===== src/rtl/sisc_pkg.sv =====
// Shared SISC control definitions: opcodes, ALU op codes, FSM state encoding.
// Branch decision helper used by the multicycle controller.
package sisc_pkg;

   localparam logic [3:0] OP_NOP  = 4'h0;
   localparam logic [3:0] OP_ALU  = 4'h1;
   localparam logic [3:0] OP_ALUI = 4'h2;
   localparam logic [3:0] OP_BRA  = 4'h4;
   localparam logic [3:0] OP_BRR  = 4'h5;
   localparam logic [3:0] OP_BNE  = 4'h6;
   localparam logic [3:0] OP_BNR  = 4'h7;
   localparam logic [3:0] OP_LOD  = 4'h8;
   localparam logic [3:0] OP_STR  = 4'h9;
   localparam logic [3:0] OP_HLT  = 4'hF;

   localparam logic [1:0] ALU_PASS = 2'b00;
   localparam logic [1:0] ALU_RR   = 2'b01;
   localparam logic [1:0] ALU_RI   = 2'b10;
   localparam logic [1:0] ALU_ADDR = 2'b11;

   typedef enum logic [3:0] {
      S_START0, S_START1, S_FETCH, S_DECODE, S_EXECUTE,
      S_MEM, S_WRITEBACK, S_HALT, S_ERR
   } state_t;

   // hit = any status bit selected by the mask; BNE/BNR branch on no hit
   function automatic logic br_taken(input logic [3:0] opc, input logic hit);
      case (opc)
         OP_BRA, OP_BRR: br_taken = hit;
         OP_BNE, OP_BNR: br_taken = !hit;
         default:        br_taken = 1'b0;
      endcase
   endfunction

endpackage


===== src/rtl/sisc_mem_timer.sv =====
// Memory-wait timeout: counts request cycles without ack, flags expiry on the
// TO_CYC-th unacknowledged cycle; an ack in that same cycle suppresses expiry.
module sisc_mem_timer #(
   parameter int TO_CYC = 15,
   parameter int TO_W   = 4
) (
   input  logic clk,
   input  logic rst_f,
   input  logic clear,
   input  logic req,
   input  logic ack,
   output logic expire
);

   logic [TO_W-1:0] r_cnt;

   assign expire = req && !ack && (r_cnt == TO_W'(TO_CYC - 1));

   always_ff @(posedge clk or negedge rst_f) begin
      if (!rst_f) begin
         r_cnt <= '0;
      end else if (clear) begin
         r_cnt <= '0;
      end else if (req && !ack) begin
         r_cnt <= r_cnt + TO_W'(1);
      end
   end

endmodule


===== src/rtl/sisc_mc_ctrl.sv =====
// SISC multicycle controller: fetch/decode/execute/mem/writeback FSM stalling on
// a req/ack memory port, with sticky timeout error and retired-instruction count.
module sisc_mc_ctrl
   import sisc_pkg::*;
#(
   parameter int OPC_W    = 4,
   parameter int STAT_W   = 4,
   parameter int ALU_OP_W = 2,
   parameter int TO_CYC   = 15,
   parameter int TO_W     = 4,
   parameter int CNT_W    = 16
) (
   input  logic                clk,
   input  logic                rst_f,
   input  logic [OPC_W-1:0]    opcode,
   input  logic [STAT_W-1:0]   mm,
   input  logic [STAT_W-1:0]   stat,
   input  logic                mem_ack,
   output logic                rf_we,
   output logic [ALU_OP_W-1:0] alu_op,
   output logic                wb_sel,
   output logic                br_sel,
   output logic                pc_sel,
   output logic                pc_write,
   output logic                pc_rst,
   output logic                ir_load,
   output logic                rb_sel,
   output logic                stat_en,
   output logic                mem_req,
   output logic                mem_we,
   output logic                busy,
   output logic                err,
   output logic [CNT_W-1:0]    instr_cnt
);

   state_t           r_state;
   state_t           w_nxt;
   logic             r_err;
   logic [CNT_W-1:0] r_cnt;
   logic             w_alu, w_br, w_ld, w_st, w_hlt, w_nop, w_mem, w_rel;
   logic             w_taken, w_expire, w_clear, w_retire;

   assign w_alu   = (opcode == OP_ALU) || (opcode == OP_ALUI);
   assign w_br    = (opcode == OP_BRA) || (opcode == OP_BRR) || (opcode == OP_BNE) || (opcode == OP_BNR);
   assign w_rel   = (opcode == OP_BRR) || (opcode == OP_BNR);
   assign w_ld    = (opcode == OP_LOD);
   assign w_st    = (opcode == OP_STR);
   assign w_hlt   = (opcode == OP_HLT);
   assign w_mem   = w_ld || w_st;
   assign w_nop   = !(w_alu || w_br || w_mem || w_hlt);
   assign w_taken = br_taken(opcode, |(mm & stat));

   sisc_mem_timer #(.TO_CYC(TO_CYC), .TO_W(TO_W)) u_timer (
      .clk    (clk),
      .rst_f  (rst_f),
      .clear  (w_clear),
      .req    (mem_req),
      .ack    (mem_ack),
      .expire (w_expire)
   );

   always_comb begin
      w_nxt = r_state;
      case (r_state)
         S_START0:    w_nxt = S_START1;
         S_START1:    w_nxt = S_FETCH;
         S_FETCH:     if (mem_ack) w_nxt = S_DECODE;
                      else if (w_expire) w_nxt = S_ERR;
         S_DECODE:    if (w_hlt) w_nxt = S_HALT;
                      else if (w_nop) w_nxt = S_FETCH;
                      else w_nxt = S_EXECUTE;
         S_EXECUTE:   if (w_alu) w_nxt = S_WRITEBACK;
                      else if (w_mem) w_nxt = S_MEM;
                      else w_nxt = S_FETCH;
         S_MEM:       if (mem_ack) w_nxt = w_st ? S_FETCH : S_WRITEBACK;
                      else if (w_expire) w_nxt = S_ERR;
         S_WRITEBACK: w_nxt = S_FETCH;
         default:     w_nxt = r_state;
      endcase
   end

   // the timer restarts on every fresh entry to a requesting state
   assign w_clear  = (w_nxt != r_state) && ((w_nxt == S_FETCH) || (w_nxt == S_MEM));
   assign w_retire = ((w_nxt == S_FETCH) &&
                      (r_state inside {S_DECODE, S_EXECUTE, S_MEM, S_WRITEBACK})) ||
                     ((w_nxt == S_HALT) && (r_state == S_DECODE));

   always_ff @(posedge clk or negedge rst_f) begin
      if (!rst_f) begin
         r_state <= S_START0;
         r_err   <= 1'b0;
         r_cnt   <= '0;
      end else begin
         r_state <= w_nxt;
         if (w_nxt == S_ERR) r_err <= 1'b1;
         if (w_retire) r_cnt <= r_cnt + CNT_W'(1);
      end
   end

   always_comb begin
      rf_we    = 1'b0;
      alu_op   = '0;
      wb_sel   = 1'b0;
      br_sel   = 1'b0;
      pc_sel   = 1'b0;
      pc_write = 1'b0;
      pc_rst   = 1'b0;
      ir_load  = 1'b0;
      rb_sel   = 1'b0;
      stat_en  = 1'b0;
      mem_req  = 1'b0;
      mem_we   = 1'b0;
      case (r_state)
         S_START0, S_START1: pc_rst = 1'b1;
         S_FETCH: begin
            mem_req  = 1'b1;
            ir_load  = mem_ack;
            pc_write = mem_ack;
         end
         S_EXECUTE: begin
            if (w_alu) begin
               alu_op  = (opcode == OP_ALUI) ? ALU_OP_W'(ALU_RI) : ALU_OP_W'(ALU_RR);
               stat_en = 1'b1;
            end else if (w_mem) begin
               alu_op = ALU_OP_W'(ALU_ADDR);
            end else if (w_taken) begin
               pc_write = 1'b1;
               pc_sel   = 1'b1;
               br_sel   = w_rel;
            end
         end
         S_MEM: begin
            mem_req = 1'b1;
            mem_we  = w_st;
            rb_sel  = w_st;
         end
         S_WRITEBACK: begin
            rf_we  = 1'b1;
            wb_sel = w_ld;
         end
         default: ;
      endcase
   end

   // held low during reset so every output except pc_rst reads 0
   assign busy      = rst_f && !((r_state == S_HALT) || (r_state == S_ERR));
   assign err       = r_err;
   assign instr_cnt = r_cnt;

endmodule

===== config.mk =====
export PLATFORM = sky130hd
export DESIGN_NAME = sisc_mc_ctrl
export DESIGN_NICKNAME = d
export VERILOG_FILES = /design/src/rtl/sisc_pkg.sv /design/src/rtl/sisc_mem_timer.sv /design/src/rtl/sisc_mc_ctrl.sv
export SDC_FILE = /design/constraint.sdc
export NUM_CORES = 1
export LEC_CHECK = 0
export BUFFER_PORTS_ARGS = -buffer_cell sky130_fd_sc_hd__buf_2
export CORE_MARGIN = 2
export CORE_UTILIZATION = 45
export CTS_BUF_LIST = sky130_fd_sc_hd__clkbuf_8
export DETAILED_ROUTE_END_ITERATION = 10
export PLACE_DENSITY = 0.76
export SETUP_SLACK_MARGIN = 0.5
export SLEW_MARGIN = 20
export SYNTH_ARGS = -nofsm -noshare
export SYNTH_HDL_FRONTEND = slang
export SYNTH_SLANG_ARGS = --single-unit

===== constraint.sdc =====
create_clock -name clk -period 6.7 [get_ports clk]
set_input_delay 0.335 -clock clk [delete_from_list [all_inputs] [get_ports clk]]
set_output_delay 0.335 -clock clk [all_outputs]
set_load 0.01 [all_outputs]

* After elaboration in Yosys (flattened, before gate mapping) *
Cells that the tools add are included.
Widths: inputs -> output; s select.

word-level totals
  bits in registers = 25
  latch bits = 0
  bits in writable memories = 0
  bits in read-only memories = 0
  input port bits = 15
  memories kept = 0

cells by class
  add/sub/neg operators = 2
  multipliers = 0
  div/mod/pow operators = 0
  $lt $le $gt $ge = 0
  equality and inequality tests = 23
  shifts and indexed selects = 0
  muxes and demuxes = 33
  bitwise logic cells = 1
  reductions and logical operators = 30

operator list
  cell                   number
  $eq 4x3->1 const B     10
  $eq 4x4->1 const B     6
  $pmux 4 s6             1
  $mux 4                 5
  $add 16x1->16 const B  1
  $eq 4x2->1 const B     4
  $mux 1                 16
  $mux 3                 5
  $logic_or 1x1->1       12
  $reduce_or 2->1        5
  $eq 4x1->1 const B     2
  $mux 2                 4
  $logic_and 1x1->1      6
  $add 4x1->4 const B    1
  $and 4x4->4            1
  $logic_not 4->1        1
  $ne 4x4->1             1
  $pmux 1 s2             2
  $reduce_bool 4->1      1
  $reduce_or 4->1        1
  $logic_not 1->1        3
  $reduce_bool 2->1      1

* Longest topological paths before layout *
Gate-level depths: netlist (run 1).

  depth in word-level cells = 14
  mapped depth = 10
  mapped depth without buffers = 9

* Cells and area by module *
From an unflattened synthesis (run 1), not the netlist that was laid out.

second synthesis, totals
  cell total of the unflattened synthesis = 188
  area total of the unflattened synthesis = 1798.0 µm²

modules (own cells, without submodules)
  module          instances  cells an instance  area an instance (µm²)
  sisc_mc_ctrl    1          167                1567.8
  sisc_mem_timer  1          21                 230.2

* Least setup slack after synthesis (run 1) *
Ideal clock, no wire load.

  path type = register to register
  from = reg r_state[3]
  to = reg r_cnt[5], in the netlist instr_cnt[5]
  setup time = 132 ps
  arrival time = 2153 ps
  data required time = 6568 ps
  setup slack = 4415 ps
  cell stages (with the launch flop) = 10
  path through = dfrtp_1 buf_2 or4b_4 a21o_1 o221ai_4 o31ai_2 a22oi_2 buf_6 nor3_1 xor2_1

on the way
  cells in the longest elaborated chain, start to end = 11

ends and longest elaborated chain
  what                                         RTL line                                                     text
  from (decl)                                  sisc_mc_ctrl.sv:36                                           state_t r_state;
  from (signal assigned)                       sisc_mc_ctrl.sv:94                                           r_state <= w_nxt;
  $eq 4x3->1 or $eq 4x2->1 (tied branches)     sisc_mc_ctrl.sv:64, sisc_mc_ctrl.sv:85, sisc_mc_ctrl.sv:113
  $reduce_or 2->1 (no line)                    -
  $mux 1                                       sisc_mc_ctrl.sv:113                                          case (r_state)
  $logic_and 1x1->1 (2 in series)              sisc_mem_timer.sv:17                                         assign expire = req && !ack && (r_cnt == TO_W'(TO_CYC - 1));
  $mux 4                                       sisc_mc_ctrl.sv:68, sisc_mc_ctrl.sv:76
  $mux 4, on equally long branches             sisc_mc_ctrl.sv:75, sisc_mc_ctrl.sv:67
  $pmux 4 s6                                   sisc_mc_ctrl.sv:64                                           case (r_state)
  $eq 4x2->1 or $eq 4x3->1 (tied branches)     sisc_mc_ctrl.sv:84, sisc_mc_ctrl.sv:86
  $logic_and 1x1->1, on equally long branches  sisc_mc_ctrl.sv:84, sisc_mc_ctrl.sv:86
  $logic_or 1x1->1 *                           sisc_mc_ctrl.sv:85                                           (r_state inside {S_DECODE, S_EXECUTE, S_MEM, S_WRITEBACK})) ||
  to (signal assigned)                         sisc_mc_ctrl.sv:96                                           if (w_retire) r_cnt <= r_cnt + CNT_W'(1);
  to (decl)                                    sisc_mc_ctrl.sv:39                                           logic [CNT_W-1:0] r_cnt;

Mark *: on every way between the ends. The rest lies on a longest branch, timed or not.
A chain may end at the register's enable or synchronous reset.

* Worst setup path in the final report (run 1) *
  from = reg r_state[2]
  to = reg r_cnt[9], in the netlist instr_cnt[9]

Same word-level chain as after synthesis.

==> metrics.csv, run 1 <==
stage,metric,value,unit
floorplan,die width,66.5,microns
timing,worst-margin pin slew,0.598,ns
hold_path,Hold Path Class,input pin to async pin,
synthesis,Synth top area share,35.6,%
final_layout,Final Util,54.4,%
placed_design,IO Port Bufs,45,
placed_design,RePlAce Congestion,0.810,
setup_path,WS Path Type,flip-flop to flip-flop,
timing,TNS Setup,0,ns
global_routing,met3 Track Usage GR,2.70,%
synthesis,Yosys cell types,60,
final_layout,ant diodes,0,
clock_network,clk root buf,clkbuf_8,
clock_network,Num Clock Sinks,25,
timing,Fin Clk Skew,0.00775,ns
global_routing,pin count of the biggest net entering global routing,27,
floorplan,# IOs,46,
timing,relative slew slack,60.2,%
power_and_ir_drop,Peak VDD IR,194,uV
placed_design,dpl hpwl,2.89,mm
setup_path,CP Data Arrival Time,3.00,ns
drt,post-DR vias/cell,5.56,
global_routing,vias in the first global route,1440,
timing,Final setup viols,0,
clock_network,total setup buffers inserted after CTS,0,
synthesis,Post-synth EDFFs,0,
global_routing,GRT Util Overall,18.6,%
outcome,status,finished clean,
setup_path,Startpoint Class,flip-flop,
drt,Routed WL per cell,13.9,microns
timing,final max-slew violation count,0,
setup_path,CP endpoint kind,flip-flop,
power_and_ir_drop,static leakage power,1.01,nW
synthesis,"Warnings, synthesis",0,
floorplan,Die ar.,4420,sq um
synthesis,cell taking the most area after synthesis,dfrtp_1,
floorplan,FP Rows,22,
floorplan,Initial Utilization,47.3,%
final_layout,non-filler instance count after layout,272,
timing,RSZ-0062 raised after global routing,no,
synthesis,Synth Flop Type,dfrtp_1,
clock_network,TritonCTS Buffers,3,
synthesis,"flops & latches, synth",25,
final_layout,"leading cell type in the layout, fill and taps excluded",buf_2,
synthesis,Mapped Cells,186,
global_routing,GR Util met2,29.8,%
synthesis,asr flop ratio synth,100,%
drt,Antenna Violating Nets Remaining,0,
drt,drt drc,0,
clock_network,Worst-path clk slew,0.09,ns
final_layout,Fill cells,357,
drt,final WL,3.77,mm
global_routing,gr busiest metal,met2,
clock_network,Worst-Skew Late Latency,0.27,ns
clock_network,post-cts hold buffer count,0,
final_layout,fin nets,243,
synthesis,Synth Cell Area,1760,sq um
timing,Final period util,42.6,%
drt,First DRT Iteration DRCs,71,
clock_network,post-CTS resize count,0,
clock_network,H-tree depth reported by CTS,1,
drt,TritonRoute pass-1 iters,4,
floorplan,die height,66.5,microns
run,Max-Cap Viols,0,
final_layout,Area Overhead vs Synth,15.1,%
final_layout,most frequent cells in the layout,"buf_2, dfrtp_1, xor2_1, nand2_1",
power_and_ir_drop,power per cell area,321,nW/um^2
final_layout,share of post-route cells with drive strength above 1,29.5,%
global_routing,first-pass GRT wire length,6.49,mm
timing,fin crit period,2.85,ns
placed_design,placed cells,268,
floorplan,core area,3720,sq um
synthesis,Avg Inst Size Synth,9.44,sq um
timing,"Hold Vio Cnt, Final",0,
global_routing,global-route met1 utilization,26.5,%
clock_network,maximum clock path buffer count,2,
drt,via count,1512,
synthesis,Area contributors post-synth,"dfrtp_1, xor2_1, nand2_1",
clock_network,CTS tree,built,
setup_path,critical path required time,6.85,ns
setup_path,CP Max Fanout,20,
timing,fmax,350,MHz
global_routing,GR Overflow Total,0,
global_routing,initial antenna violation count,0,
synthesis,syn_nets,204,
synthesis,"Seq/Total Area, Yosys",35.6,%
## power by group
part           internal [mW]  switching, mW  total, mW
registers              0.181         0.0560      0.237
clock network         0.0421         0.0480     0.0901
logic                  0.134          0.189      0.323
## logic make-up after synthesis
| kind of cell | Yosys count | synth area share, % |
|---|---|---|
| compound gates | 37 | 17.5 |
| xor+xnor | 20 | 9.97 |
| fa+ha+maj | 3 | 2.14 |
| buf+inv | 19 | 5.63 |
| flops | 25 | 35.6 |
| mux | 2 | 1.21 |
| simple gates | 80 | 27.9 |
## worst max-delay path, cell delays in order (launching register included)
cell      delay, ns
dfrtp_1        0.73
nand2b_1       0.20
or4_1          0.56
o221ai_4       0.30
o31ai_2        0.12
a22oi_2        0.50
nor4_1         0.15
xor2_1         0.16
## Yosys cell counts (3+ instances only)
cell type / instances
and3_1: 5
inv_1: 8
nor2_1: 8
nor3b_1: 6
nand2_1: 13
nand2b_1: 4
and2_1: 3
clkbuf_1: 3
o21ai_0: 4
nand3_1: 6
nor4_1: 3
nand4_1: 5
a21oi_1: 7
buf_2: 4
xor2_1: 17
nor3_1: 6
or2_2: 3
a21o_1: 5
xnor2_1: 3
ha_1: 3
dfrtp_1: 25
## registers in the layout, summed over array words and instances (netlist names)
name,flops
instr_cnt,16
r_state,4
u_timer.r_cnt,4
err,1
## metal layers
layer | vias to the layer above | share of wire [%]
met5 | - | 0
met4 | 0 | 0.93
met3 | 4 | 3.4
met2 | 30 | 47
met1 | 725 | 48
li1 | 753 | -
## per-stage QoR
stage | cell area, sq um | power, mW | hold slack, ns | worst slack [ns]
detailed placement | 1970 | 0.557 | 0.359 | 3.87
global route | 2020 | 0.700 | 0.0860 | 3.61
floorplan | 1760 | 0.483 | 0.0394 | 4.41
CTS | 2020 | 0.651 | 0.0630 | 3.87
finish | 2020 | 0.650 | 0.0471 | 3.85
global placement | 1970 | 0.552 | 0.355 | 3.93
## worst paths after layout
check | from | to | slack [ns] | cells past startpoint
setup reg to reg | r_state[2] | instr_cnt[9] | 3.85 | 7
max in group asynchronous | rst_f | u_timer.r_cnt[3] | 6.27 | 1
min in group clk | err | err | 0.48 | 1
hold reg to reg | err | err | 0.48 | 1
setup / recovery | r_state[2] | instr_cnt[9] | 3.85 | 7
hold / removal | rst_f | instr_cnt[12] | 0.05 | 1
## final cells by class
cell class / instances / area [sq um] / area share, %
inverters: 8 / 30.0 / 1.49
well taps: 48 / 60.1 / 2.97
clock inverters: 1 / 7.51 / 0.371
clock buffers: 3 / 41.3 / 2.04
flip-flops and latches: 25 / 626 / 30.9
repair buffers: 45 / 225 / 11.1
multi-input cells: 142 / 1030 / 51.1
Power figures use the tool's default switching activity.
==> inputs of run 2 (changes only) <==
ABC_AREA = 1   (was default)
PLACE_DENSITY = 0.77   (was 0.76)
clock period = 2.4 ns   (was 6.7 ns; I/O delays follow)
==> metrics.csv, run 2 <==
stage,metric,value,unit,change
outcome,status,finished clean,,unchanged
synthesis,compound-gate portion of the synthesized area,5.59,%,was 17.5%
clock_network,Worst-path clk slew,0.10,ns,was 0.09 ns
setup_path,Startpoint Class,flip-flop,,unchanged
synthesis,"Seq/Total Area, Yosys",30.4,%,was 35.6%
synthesis,Synth Flop Type,dfrtp_1,,unchanged
final_layout,number of flip-flops in the largest register,16,,unchanged
final_layout,fin nets,362,,was 243
global_routing,vias in the first global route,1878,,was 1440
synthesis,top-count cell post-synth,nand2_1,,was dfrtp_1
timing,TNS Setup,0,ns,unchanged
timing,Final setup viols,0,,unchanged
synthesis,Synth top cells by count,"nand2_1, nand3_1, nor2_1",,"was dfrtp_1, xor2_1, nand2_1"
floorplan,FP Rows,24,,was 22
drt,drt drc,0,,unchanged
final_layout,ant diodes,0,,unchanged
setup_path,CP Data Arrival Time,2.11,ns,was 3.00 ns
setup_path,CP endpoint kind,flip-flop,,unchanged
drt,Antenna Violating Nets Remaining,0,,unchanged
synthesis,Post-Synth XOR/XNOR Area,7.23,%,was 9.97%
synthesis,mux cell area share after synthesis,0,%,was 1.21%
drt,via count,2126,,was 1512
floorplan,die height,71.7,microns,was 66.5 microns
final_layout,area occupied by multi-input gates,1440,sq um,was 1030 sq um
drt,DR WL met3,429,microns,was 129 microns
placed_design,RePlAce Congestion,0.914,,was 0.810
timing,"Hold Vio Cnt, Final",0,,unchanged
power_and_ir_drop,static leakage power,1.44,nW,was 1.01 nW
synthesis,post-synthesis adder-cell area fraction,1.82,%,was 2.14%
synthesis,Area contributors post-synth,"dfrtp_1, nand2_1, nand3_1",,"was dfrtp_1, xor2_1, nand2_1"
final_layout,Area Overhead vs Synth,31.2,%,was 15.1%
timing,Final period util,80.2,%,was 42.6%
power_and_ir_drop,power per cell area,271,nW/um^2,was 321 nW/um^2
synthesis,"Warnings, synthesis",0,,unchanged
synthesis,post-synthesis simple-gate area fraction,45.6,%,was 27.9%
floorplan,# IOs,46,,unchanged
synthesis,Yosys cell types,34,,was 60
placed_design,dpl hpwl,3.52,mm,was 2.89 mm
synthesis,"flops & latches, synth",25,,unchanged
clock_network,H-tree depth reported by CTS,1,,unchanged
setup_path,critical path required time,2.58,ns,was 6.85 ns
clock_network,TritonCTS Buffers,3,,unchanged
timing,relative slew slack,57.0,%,was 60.2%
drt,Max Used Layer,met4,,unchanged
final_layout,Fill cells,376,,was 357
global_routing,GRT Util Overall,20.1,%,was 18.6%
drt,met1 WL,2.34,mm,was 1.82 mm
drt,First DRT Iteration DRCs,165,,was 71
setup_path,worst-path cell chain,"inv_2, nor2_2, nand2_2, nand2_4, nand3_2, buf_4, a21oi_4, nor2_8, nand3_4, nand2_4, nand3b_1, nand2_1",,"was nand2b_1, or4_1, o221ai_4, o31ai_2, a22oi_2, nor4_1, xor2_1"
drt,post-DR vias/cell,5.38,,was 5.56
final_layout,most frequent cells in the layout,"nand2_1, buf_2, nand3_1, nor2_1, nand3_2",,"was buf_2, dfrtp_1, xor2_1, nand2_1"
synthesis,Mapped Cells,278,,was 186
drt,WL met2,2.82,mm,was 1.79 mm
synthesis,Post-synth EDFFs,0,,unchanged
run,Max-Cap Viols,0,,unchanged
floorplan,Die ar.,5130,sq um,was 4420 sq um
synthesis,Synth Cell Area,2060,sq um,was 1760 sq um
timing,final max-slew violation count,0,,unchanged
final_layout,share of post-route cells with drive strength above 1,41.7,%,was 29.5%
final_layout,"leading cell type in the layout, fill and taps excluded",nand2_1,,was buf_2
floorplan,die width,71.7,microns,was 66.5 microns
drt,Routed WL per cell,14.4,microns,was 13.9 microns
drt,TritonRoute pass-1 iters,4,,unchanged
clock_network,maximum clock path buffer count,2,,unchanged
timing,worst-margin pin slew,0.643,ns,was 0.598 ns
setup_path,Worst path slowest cell,dfrtp_2,,was dfrtp_1
power_and_ir_drop,Peak VDD IR,257,uV,was 194 uV
synthesis,asr flop ratio synth,100,%,unchanged
setup_path,CP Max Fanout,8,,was 20
global_routing,initial antenna violation count,0,,unchanged
timing,fin crit period,1.93,ns,was 2.85 ns
global_routing,first-pass GRT wire length,8.43,mm,was 6.49 mm
global_routing,pin count of the biggest net entering global routing,26,,was 27
final_layout,register area,631,sq um,was 626 sq um
floorplan,Initial Utilization,47.0,%,was 47.3%
setup_path,WS Path Type,flip-flop to flip-flop,,unchanged
clock_network,clk root buf,clkbuf_8,,unchanged
clock_network,CTS tree,built,,unchanged
hold_path,Hold Path Class,input pin to async pin,,unchanged
setup_path,"slowest stage delay, CP",0.46,ns,was 0.73 ns
timing,Fin Clk Skew,0.0158,ns,was 0.00775 ns
clock_network,Num Clock Sinks,25,,unchanged
synthesis,Avg Inst Size Synth,7.41,sq um,was 9.44 sq um
setup_path,CP dominant cell by count,nand2_4,,
final_layout,non-filler instance count after layout,395,,was 272
placed_design,IO Port Bufs,45,,unchanged
setup_path,r2r setup slk,0.47,ns,was 3.85 ns
timing,fmax,519,MHz,was 350 MHz
final_layout,Final Util,61.6,%,was 54.4%
synthesis,syn_nets,296,,was 204
drt,final WL,5.68,mm,was 3.77 mm
timing,RSZ-0062 raised after global routing,yes,,was no
synthesis,largest family of logic cells by synthesized area,simple AND/OR/NAND/NOR gates,,unchanged
synthesis,cell taking the most area after synthesis,dfrtp_1,,unchanged
synthesis,Synth top area share,30.4,%,was 35.6%
placed_design,placed cells,371,,was 268
global_routing,GR Overflow Total,0,,unchanged
floorplan,core area,4380,sq um,was 3720 sq um
clock_network,Worst-Skew Late Latency,0.28,ns,was 0.27 ns
run 2: cell count changes in the layout (fill, tap and decap cells not counted), sizes merged, moves of 5 or more:
cell | previous run | this run
xor2 | 17 | 10
nor2 | 9 | 38
nor3b | 6 | 0
inv | 8 | 31
nand3 | 6 | 56
nor4 | 5 | 0
nand2 | 14 | 74
buf | 45 | 63
a21o | 5 | 0
run 2: where the power goes:
group          internal [mW]  switching, mW
sequential             0.421              0
clock                  0.117          0.144
combinational         0.0186         0.0328
run 2: metrics by stage:
| step | setup WS, ns | total power, mW | area (sq um) | hold slack, ns |
|---|---|---|---|---|
| final | 0.475 | 0.733 | 2700 | 0.372 |
| after global routing | 0.374 | 0.759 | 2700 | 0.384 |
| after CTS | 0.505 | 0.737 | 2460 | 0.373 |
| after detailed placement | 0.328 | 0.477 | 2290 | 0.170 |
| after global placement | 0.409 | 0.476 | 2290 | 0.170 |
| after floorplan | 0.626 | 0.449 | 2060 | -0.176 |
run 2: final cells by class:
type / count / share of cell area, %
multi-input cells: 218 / 53.4
clock inverters: 1 / 0.185
well taps: 52 / 2.41
flip-flops and latches: 25 / 23.3
clock buffers: 3 / 1.53
inverters: 32 / 5.00
repair buffers: 64 / 14.1
run 2: routing by layer:
layer	track usage, %	vias up
li1	-	1042
met1	26.8	974
met2	35.1	96
met3	2.39	14
met4	4.40	0
met5	0	-
run 2: worst max-delay path: cells and delay by family, from the launching register on:
family          cells  cell delay [ns]
compound gates      1             0.18
buf+inv             2             0.24
flops               1             0.46
simple gates        9             0.95
run 2: timing repair:
item | CTS | global route
hold buffers | 1 | 0
buffers inserted | 6 | 10
endpoints found under the hold margin | 25 | 0
resized for setup | 11 | 40
gates cloned | 2 | 1
pin swaps | 2 | 16
endpoints found under the setup margin | 22 | 23
run 2: final timing paths:
kind | cells after the start | from | endpoint
max | 12 | r_state[0] | instr_cnt[0]
min | 3 | rst_f | instr_cnt[5]
max reg2reg | 12 | r_state[0] | instr_cnt[0]
min reg2reg | 1 | err | err
max in group asynchronous | 3 | rst_f | r_state[1]
min in group clk | 5 | mem_ack | r_state[0]
run 2: cell families (layout without fill, tap and decap cells):
| kind of cell | after synthesis | count (layout) |
|---|---|---|
| AO/OA/AOI/OAI | 16 | 16 |
| buffers and inverters | 38 | 100 |
| XOR/XNOR | 17 | 17 |
| flip-flops | 25 | 25 |
| adder cells (fa/ha/maj) | 3 | 3 |
| AND/OR/NAND/NOR | 179 | 182 |
==> inputs of run 3 (changes only) <==
PLACE_DENSITY = 0.74   (was 0.77)
clock period = 1.9 ns   (was 2.4 ns; I/O delays follow)
==> metrics.csv, run 3 (synthesis results as in run 2) <==
stage,metric,value,unit,change
outcome,status,"finished, violations left",,was finished clean
drt,DR WL met3,610,microns,was 429 microns
clock_network,TritonCTS Buffers,3,,unchanged
timing,relative slew slack,71.9,%,was 57.0%
clock_network,clk root buf,clkbuf_8,,unchanged
timing,"Hold Vio Cnt, Final",0,,unchanged
timing,RSZ-0062 raised after global routing,yes,,unchanged
timing,Final setup viols,20,,was 0
setup_path,Worst path slowest cell,dfrtp_1,,was dfrtp_2
hold_path,Hold Path Class,input pin to async pin,,unchanged
setup_path,Startpoint Class,flip-flop,,unchanged
final_layout,Area Overhead vs Synth,59.8,%,was 31.2%
setup_path,Reg2Reg Launch Point,u_timer.r_cnt[0],,was r_state[0]
timing,Fin Clk Skew,0.0114,ns,was 0.0158 ns
power_and_ir_drop,power per cell area,291,nW/um^2,was 271 nW/um^2
final_layout,ant diodes,0,,unchanged
drt,met1 WL,3.03,mm,was 2.34 mm
drt,WL met2,3.68,mm,was 2.82 mm
global_routing,first-pass GRT wire length,11.0,mm,was 8.43 mm
setup_path,CP endpoint kind,flip-flop,,unchanged
floorplan,Initial Utilization,47.0,%,unchanged
timing,final max-slew violation count,0,,unchanged
drt,final WL,7.67,mm,was 5.68 mm
placed_design,RePlAce Congestion,0.931,,was 0.914
final_layout,"leading cell type in the layout, fill and taps excluded",nand2_1,,unchanged
drt,Max Used Layer,met4,,unchanged
setup_path,CP dominant cell by count,nand2_1,,was nand2_4
drt,Antenna Violating Nets Remaining,0,,unchanged
floorplan,Die ar.,5130,sq um,unchanged
clock_network,Worst-Skew Late Latency,0.29,ns,was 0.28 ns
setup_path,CP Max Fanout,8,,unchanged
final_layout,share of post-route cells with drive strength above 1,57.0,%,was 41.7%
clock_network,Num Clock Sinks,25,,unchanged
timing,fin crit period,2.06,ns,was 1.93 ns
setup_path,critical path required time,2.07,ns,was 2.58 ns
floorplan,# IOs,46,,unchanged
timing,final hold slack,0.324,ns,was 0.372 ns
drt,post-DR vias/cell,5.81,,was 5.38
final_layout,most frequent cells in the layout,"nand2_1, buf_2, buf_4, nand3_2, nand3_1",,"was nand2_1, buf_2, nand3_1, nor2_1, nand3_2"
floorplan,FP Rows,24,,unchanged
final_layout,number of flip-flops in the largest register,16,,unchanged
drt,TritonRoute pass-1 iters,8,,was 4
setup_path,CP Data Arrival Time,2.22,ns,was 2.11 ns
timing,worst-margin pin slew,0.421,ns,was 0.643 ns
outcome,failing checks,setup timing,,
placed_design,IO Port Bufs,45,,unchanged
setup_path,WS Path Type,flip-flop to flip-flop,,unchanged
clock_network,maximum clock path buffer count,2,,unchanged
clock_network,CTS tree,built,,unchanged
drt,First DRT Iteration DRCs,296,,was 165
power_and_ir_drop,total power,0.959,mW,was 0.733 mW
drt,via count,2517,,was 2126
floorplan,die width,71.7,microns,unchanged
final_layout,fin nets,400,,was 362
setup_path,r2r setup slk,-0.16,ns,was 0.47 ns
setup_path,worst-path cell chain,"inv_2, ha_2, nand3_2, buf_4, nand2_1, nand2_1, nand2_1, nand3_2, nand2_4, inv_4, nand4_4, nand3_2, nand2_1",,"was inv_2, nor2_2, nand2_2, nand2_4, nand3_2, buf_4, a21oi_4, nor2_8, nand3_4, nand2_4, nand3b_1, nand2_1"
drt,Routed WL per cell,17.7,microns,was 14.4 microns
global_routing,vias in the first global route,2338,,was 1878
setup_path,worst r2r path cells,13,,was 12
global_routing,GR Overflow Total,0,,unchanged
floorplan,die height,71.7,microns,unchanged
timing,Final period util,108,%,was 80.2%
clock_network,H-tree depth reported by CTS,1,,unchanged
placed_design,dpl hpwl,3.79,mm,was 3.52 mm
placed_design,pre-CTS WS,-0.233,ns,was 0.328 ns
power_and_ir_drop,static leakage power,1.71,nW,was 1.44 nW
setup_path,Reg2Reg Capture Point,instr_cnt[15],,was instr_cnt[0]
setup_path,"slowest stage delay, CP",0.39,ns,was 0.46 ns
power_and_ir_drop,Peak VDD IR,316,uV,was 257 uV
global_routing,GRT Util Overall,27.3,%,was 20.1%
timing,final setup margin,-0.156,ns,was 0.475 ns
run,Max-Cap Viols,0,,unchanged
timing,fmax,486,MHz,was 519 MHz
drt,drt drc,0,,unchanged
global_routing,pin count of the biggest net entering global routing,26,,unchanged
floorplan,core area,4380,sq um,unchanged
clock_network,Worst-path clk slew,0.11,ns,was 0.10 ns
global_routing,initial antenna violation count,0,,unchanged
-- run 3: metal layers --
| layer | vias up | global-route usage [%] |
|---|---|---|
| met4 | 0 | 12.6 |
| met3 | 41 | 2.81 |
| met1 | 1204 | 35.0 |
| met2 | 152 | 46.2 |
| met5 | - | 0 |
| li1 | 1120 | - |
-- run 3: through the flow --
step	instances	setup TNS (ns)	util, %	cell area (sq um)
after global placement	394	-2.31	56.8	2490
after global routing	433	-2.15	75.1	3290
after floorplan	278	0	-	2080
after detailed placement	394	-2.93	56.8	2490
after CTS	427	0	70.5	3090
final	433	-1.20	75.1	3290
-- run 3: what timing repair did --
| item | CTS | global route |
|---|---|---|
| gates resized for setup | 71 | 38 |
| cloned | 3 | 0 |
| setup buffers | 25 | 6 |
| pin swaps | 29 | 31 |
| hold endpoints to repair | 25 | 0 |
| hold buffers | 1 | 0 |
| setup endpoints to repair | 38 | 39 |
-- run 3: final cells by class --
cell class | count | area [sq um]
clock inverters | 1 | 7.51
inverters | 32 | 136
repair buffers | 103 | 803
multi-input cells | 217 | 1610
fillers | 263 | 1090
clock buffers | 3 | 41.3
well taps | 52 | 65.1
flip-flops and latches | 25 | 631
-- run 3: worst max-delay path, delay by kind of cell (launching register included) --
kind                       cells  cell delay [ns]
and+or+nand+nor                9             1.07
DFF                            1             0.39
buffers and inverters          3             0.30
adders and majority gates      1             0.18
-- run 3: worst max-delay path by stage --
| stage | startpoint | end | slack [ns] | cells after the start |
|---|---|---|---|---|
| finish | u_timer.r_cnt[0] | instr_cnt[15] | -0.16 | 13 |
| CTS | r_state[3] | instr_cnt[15] | 0.01 | 13 |
| detailed placement | r_state[3] | instr_cnt[15] | -0.23 | 11 |
| global placement | r_state[3] | instr_cnt[4] | -0.17 | 11 |
| floorplan | r_state[2] | instr_cnt[5] | 0.18 | 14 |
| global route | r_state[3] | instr_cnt[15] | -0.14 | 12 |
-- run 3: report_power, final --
group	total [mW]	leakage, nW	switching (mW)	internal [mW]
registers	0.532	0.335	0	0.532
clock network	0.357	0.0217	0.207	0.150
logic	0.0709	1.35	0.0449	0.0260
